===== src/rtl/booth8_seq_mult.sv =====
// booth8_seq_mult -- sequential signed multiplier that consumes pre-recoded
// radix-8 Booth digits, least-significant digit first, one per handshake.
//
// Parameters
//   N     multiplicand width (signed two's complement)
//   NDIG  radix-8 digits per operation (3*NDIG >= N+1)
//   P     product width (signed), default N+3*NDIG
//
// Ports
//   clk           sole clock, rising edge
//   rst_n         asynchronous active-low reset
//   start         begin an operation (sampled only in IDLE)
//   multiplicand  signed A, captured when start is accepted
//   dig_valid     dig carries a valid Booth digit
//   dig           signed 4-bit Booth digit
//   dig_ready     block accepts a digit this cycle (RUN only)
//   busy          high in RUN and DONE
//   done          one-cycle pulse when product is final
//   product       signed result, held until the next operation completes
//   err           sticky illegal-digit flag
//
// Build option
//   BOOTH8_ERRCHK_EN  when defined, digits outside -4..+4 are accepted and
//                     counted but contribute 0 and set err; when undefined,
//                     every digit is used as a plain signed 4-bit value and
//                     err is tied low.

module booth8_seq_mult #(
  parameter int unsigned N    = 16,
  parameter int unsigned NDIG = 6,
  parameter int unsigned P    = N + 3 * NDIG
) (
  input  logic                clk,
  input  logic                rst_n,
  input  logic                start,
  input  logic signed [N-1:0] multiplicand,
  input  logic                dig_valid,
  input  logic        [3:0]   dig,
  output logic                dig_ready,
  output logic                busy,
  output logic                done,
  output logic signed [P-1:0] product,
  output logic                err
);

  localparam int unsigned CW = (NDIG > 1) ? $clog2(NDIG) : 1;
  localparam logic [CW-1:0] LAST_IDX = CW'(NDIG - 1);

  typedef enum logic [1:0] {
    IDLE = 2'd0,
    RUN  = 2'd1,
    DONE = 2'd2
  } state_t;

  state_t              state;
  logic [CW-1:0]       cnt;
  logic signed [P-1:0] acc;
  // Multiplicand pre-shifted by 3 bits per accepted digit, so the partial
  // product for digit i is simply dig_i * a_sh with no variable shifter.
  logic signed [P-1:0] a_sh;

  logic                xfer_c;
  logic                accept_c;
  logic signed [3:0]   dig_eff_c;
  logic signed [P-1:0] term_c;
  logic signed [P-1:0] acc_next_c;

  // dig_ready is registered and only ever high in RUN, so it doubles as the
  // RUN indicator for the handshake.
  assign xfer_c   = dig_valid & dig_ready;
  assign accept_c = (state == IDLE) & start;

`ifdef BOOTH8_ERRCHK_EN
  logic illegal_c;

  // Codes 0101..1011 (+5..+7, -8..-5) lie outside the Booth range -4..+4.
  always_comb begin
    illegal_c = 1'b0;
    dig_eff_c = signed'(dig);
    if ((dig >= 4'd5) && (dig <= 4'd11)) begin
      illegal_c = 1'b1;
      dig_eff_c = 4'sd0;
    end
  end

  // Sticky error: cleared on an accepted start, set by any illegal transfer.
  always_ff @(posedge clk or negedge rst_n) begin
    if (!rst_n) begin
      err <= 1'b0;
    end else if (accept_c) begin
      err <= 1'b0;
    end else if (xfer_c && illegal_c) begin
      err <= 1'b1;
    end
  end
`else
  always_comb begin
    dig_eff_c = signed'(dig);
  end

  assign err = 1'b0;
`endif

  // Partial product at full product width; wraps modulo 2^P like the sum.
  always_comb begin
    term_c     = a_sh * P'(dig_eff_c);
    acc_next_c = acc + term_c;
  end

  // Control FSM with datapath registers and registered outputs.
  always_ff @(posedge clk or negedge rst_n) begin
    if (!rst_n) begin
      state     <= IDLE;
      cnt       <= '0;
      acc       <= '0;
      a_sh      <= '0;
      dig_ready <= 1'b0;
      busy      <= 1'b0;
      done      <= 1'b0;
      product   <= '0;
    end else begin
      case (state)
        IDLE: begin
          done <= 1'b0;
          if (start) begin
            state     <= RUN;
            cnt       <= '0;
            acc       <= '0;
            a_sh      <= P'(multiplicand);
            dig_ready <= 1'b1;
            busy      <= 1'b1;
          end
        end

        RUN: begin
          if (xfer_c) begin
            acc  <= acc_next_c;
            a_sh <= a_sh <<< 3;
            cnt  <= cnt + CW'(1);
            if (cnt == LAST_IDX) begin
              state     <= DONE;
              dig_ready <= 1'b0;
              done      <= 1'b1;
              product   <= acc_next_c;
            end
          end
        end

        DONE: begin
          // Single-cycle done pulse; start is ignored here.
          state <= IDLE;
          done  <= 1'b0;
          busy  <= 1'b0;
        end

        default: begin
          state     <= IDLE;
          dig_ready <= 1'b0;
          busy      <= 1'b0;
          done      <= 1'b0;
        end
      endcase
    end
  end

endmodule


===== config.mk =====
export PLATFORM = sky130hd
export DESIGN_NAME = booth8_seq_mult
export DESIGN_NICKNAME = d
export VERILOG_FILES = /design/src/rtl/booth8_seq_mult.sv
export SDC_FILE = /design/constraint.sdc
export NUM_CORES = 1
export LEC_CHECK = 0
export ABC_CLOCK_PERIOD_IN_PS = 5600
export BUFFER_PORTS_ARGS = -buffer_cell sky130_fd_sc_hd__clkbuf_2
export CAP_MARGIN = 40
export CELL_PAD_IN_SITES_DETAIL_PLACEMENT = 2
export CELL_PAD_IN_SITES_GLOBAL_PLACEMENT = 2
export CORE_MARGIN = 5
export CORE_UTILIZATION = 25
export DETAILED_ROUTE_END_ITERATION = 6
export PLACE_DENSITY = 0.54
export SYNTH_ARGS = -nofsm -noshare
export SYNTH_HDL_FRONTEND = slang
export SYNTH_SLANG_ARGS = --single-unit

===== constraint.sdc =====
create_clock -name clk -period 5.6 [get_ports clk]
set_clock_uncertainty 0.1 [all_clocks]
set_input_delay 0.84 -clock clk [delete_from_list [all_inputs] [get_ports clk]]
set_output_delay 0.84 -clock clk [all_outputs]
set_load 0.1 [all_outputs]

==> reports/qor.csv <==
stage,metric,value,unit
routing,first drt pass iteration count,5,
synthesis,syn nets,1253,
synthesis,Post-synth EDFFs,0,
layout,area occupied by multi-input gates,0.00634,mm²
layout,Fillers,4354,
layout,final core utilization,30.3,%
routing,drt drc,0,
synthesis,Post-synth ARST share,100,%
layout,number of nets in the layout,1379,
clock_tree,Post-CTS Setup Bufs,0,
clock_tree,CTS root buf,clkbuf_16,
clock_tree,H-tree depth,3,
global_routing,vias in the first global route,8933,
clock_tree,CTS max path bufs,2,
layout,ratio of cells with drive above 1 in the final layout,16.7,%
pwr,VDD IR-drop max,0.000148,V
placed_design,Placer Congestion,0.755,
synthesis,synthesized area per cell,9.23,µm²
worst_setup_path,Crit. End Element,flip-flop,
global_routing,Global Route Usage Sum,15.2,%
synthesis,post-synth top area share,28.0,%
sta,final critical-path required period,5.24,ns
synthesis,Post-Syn Area,0.00985,mm²
routing,Avg WL per Cell,18.6,µm
sta,Setup-failing EPs final,0,
placed_design,placed inst area,0.0114,mm²
worst_setup_path,CP peak stage delay,0.53,ns
die,Die Area,0.0435,mm²
routing,Starting DRT DRC Count,181,
layout,register area,0.00275,mm²
sta,final setup margin,0.364,ns
die,io pins,62,
synthesis,synth top area cells,"dfrtp_1, fa_1, ha_1",
die,Die X,208,µm
sta,highest clock rate,191,MHz
run_status,status,"finished, final reports clean",
synthesis,synth warn,0,
worst_setup_path,worst path arrival time,5.45,ns
sta,"Hold Violations, Final",0,
routing,DRT Wirelength,32000,µm
sta,setup TNS,0,ns
clock_tree,clock-pin slew on the worst setup and hold paths,0.09,ns
die,die height,208,µm
global_routing,Overflow after GRT,0,
min_path,Hold Path Class,primary input to asynchronous set/reset pin,
routing,vias per cell,4.60,
die,Core Footprint,0.0388,mm²
synthesis,top_reg_cell synth,dfrtp_1,
synthesis,"flops & latches, synth",110,
layout,final instance area,0.0118,mm²
layout,Layout area overhead,19.5,%
synthesis,"Distinct cells, synth",60,
placed_design,Cells after DPL,1700,
worst_setup_path,WP buf/inv,8,
clock_tree,Num CTS Buffers,9,
worst_setup_path,crit-path most repeated cell,buf_4,
sta,max-slew violation count,0,
placed_design,DP Worst Slack,-0.163,ns
pwr,P_leak,0.00602,µW
synthesis,"Seq/Total Area, Yosys",28.0,%
clock_tree,clock latency on the worst-skew pair,0.39,ns
synthesis,Syn Inst Count,1067,
global_routing,antenna violations before repair,0,
worst_setup_path,Setup CP Type,primary input to flip-flop,
clock_tree,clk sinks,110,
sta,fin crit share,93.5,%
routing,post-route ant nets,0,
sta,RSZ-0062 raised after global routing,false,
die,Row Count,72,
worst_setup_path,Crit-path slowest cell,fa_1,
layout,Antenna Cells,0,
worst_setup_path,Startpoint Class,primary input,
pwr,Power Density,149,mW/mm²
routing,via count,7890,
placed_design,Final HPWL DP,25200,µm
layout,Layout Cells excl Fill,1716,
global_routing,pin count of the biggest net entering global routing,69,
placed_design,# port buffers,60,
synthesis,largest area contributor in the netlist,dfrtp_1,
worst_setup_path,"critical path fanouts, max",10,
clock_tree,CTS tree,built,
worst_setup_path,"Req. time, crit path",5.82,ns
worst_setup_path,Top Family by Delay on Critical Path,adder cells,
clock_tree,hold_buf cts,0,
sta,Slew HR,50.5,%
run,max cap viols,0,
global_routing,first-pass GRT wire length,52300,µm
die,Starting Density,25.4,%
sta,Slew @ Worst Pin,0.742,ns
worst_setup_path,cell breakdown of the critical path,"clkbuf_2, buf_4, nor2b_1, fa_1, fa_1, inv_1, fa_1, inv_1, ha_1, buf_4, buf_4, nand2_1, o21ai_0, and2_2, nor3_1, buf_4, buf_4, a21oi_1, or4_1, nand3_1",
## metal layers
layer,global-route usage [%],up-vias,share of wire (%),routed length [µm]
met4,2.06,0,0.65,208
met1,20.8,4075,49,15700
li1,-,3752,-,-
met2,26.0,51,48,15500
met3,2.39,12,1.9,602
met5,0,-,0,0
## through the flow
stage	hold slack [ns]	total power, µW
global placement	0.364	1050
global route	0.406	1860
CTS	0.383	1810
detailed placement	0.370	1050
floorplan	0.355	937
finish	0.366	1760
## placed cells by master (no fill, tap or decap), drive strengths merged, types with 5 or more instances in the layout
| cell | n |
|---|---|
| a211oi | 9 |
| a21o | 13 |
| a21oi | 31 |
| a22o | 23 |
| a22oi | 20 |
| a31o | 7 |
| a31oi | 5 |
| a32o | 5 |
| and2 | 99 |
| buf | 99 |
| clkbuf | 68 |
| dfrtp | 110 |
| fa | 93 |
| ha | 69 |
| inv | 164 |
| mux2 | 9 |
| mux2i | 12 |
| nand2 | 118 |
| nand2b | 6 |
| nand3 | 17 |
| nor2 | 30 |
| nor2b | 31 |
| nor3 | 12 |
| o21a | 7 |
| o21ai | 47 |
| or3 | 9 |
| or4 | 5 |
| xnor2 | 20 |
| xor2 | 8 |
## cell families after synthesis
logic type               synth area share, %
multiplexers                            2.25
other                                 0.0381
adder cells (fa/ha/maj)                 27.7
AND/OR/NAND/NOR                         17.7
buffers and inverters                   7.86
XOR/XNOR                                2.49
AO/OA/AOI/OAI                           14.0
flip-flops                              28.0
## cell type report
| cell class | instances | area share, % |
|---|---|---|
| Multi-Input combinational cell | 752 | 53.9 |
| Clock buffer | 9 | 1.91 |
| Timing Repair Buffer | 158 | 9.35 |
| Inverter | 162 | 5.17 |
| Sequential cell | 110 | 23.4 |
| Tap cell | 518 | 5.51 |
| Clock inverter | 7 | 0.787 |
## Yosys cell counts, types with 3 or more instances
library cell  number
a31o_2             6
inv_1            162
o211ai_1           4
xor2_1             8
and3_1             3
dfrtp_1          110
a211oi_1           7
a21oi_1           31
o21a_1             6
ha_1              69
nor2_1            30
a22oi_1           20
or3_1              9
o22ai_1            3
nand2b_1           6
a32o_1             5
mux2_2             9
nor3_1            12
nand3_1           17
fa_1              93
or4_1              5
nand4_1            4
a31oi_1            5
o21ai_0           47
mux2i_1           12
o21bai_1           4
xnor2_1           20
a22o_1            23
nor2b_1           31
o31ai_1            4
a21boi_0           3
nand2_1          118
a221oi_1           3
clkbuf_1          40
and2_1            98
a21o_1            12
## sequential cells by signal (all words and copies together) (netlist names)
signal,count
cnt,3
a_sh,34
product,34
state,2
dig_ready,1
acc,34
busy,1
done,1
## path summary, 6_finish.rpt
check	cells after the start	endpoint	startpoint	slack (ns)
min in group clk	2	product[12]	product[12]	0.38
worst max-delay path	20	acc[26]	dig[3]	0.36
worst max register to register	16	acc[18]	a_sh[3]	0.66
worst min-delay path	1	product[13]	rst_n	0.37
worst min register to register	2	product[12]	product[12]	0.38
max in group asynchronous	2	a_sh[18]	rst_n	3.91
## timing repair
action | CTS | global route
hold endpoints to repair | 0 | 0
endpoints found under the setup margin | 0 | 1
resized for setup | 0 | 1
## power breakdown
group          switching [µW]  internal (µW)
clock                     369            360
sequential               2.02            795
combinational             137           95.0
total                     508           1250
No activity file was read; power rests on OpenSTA's default activity.
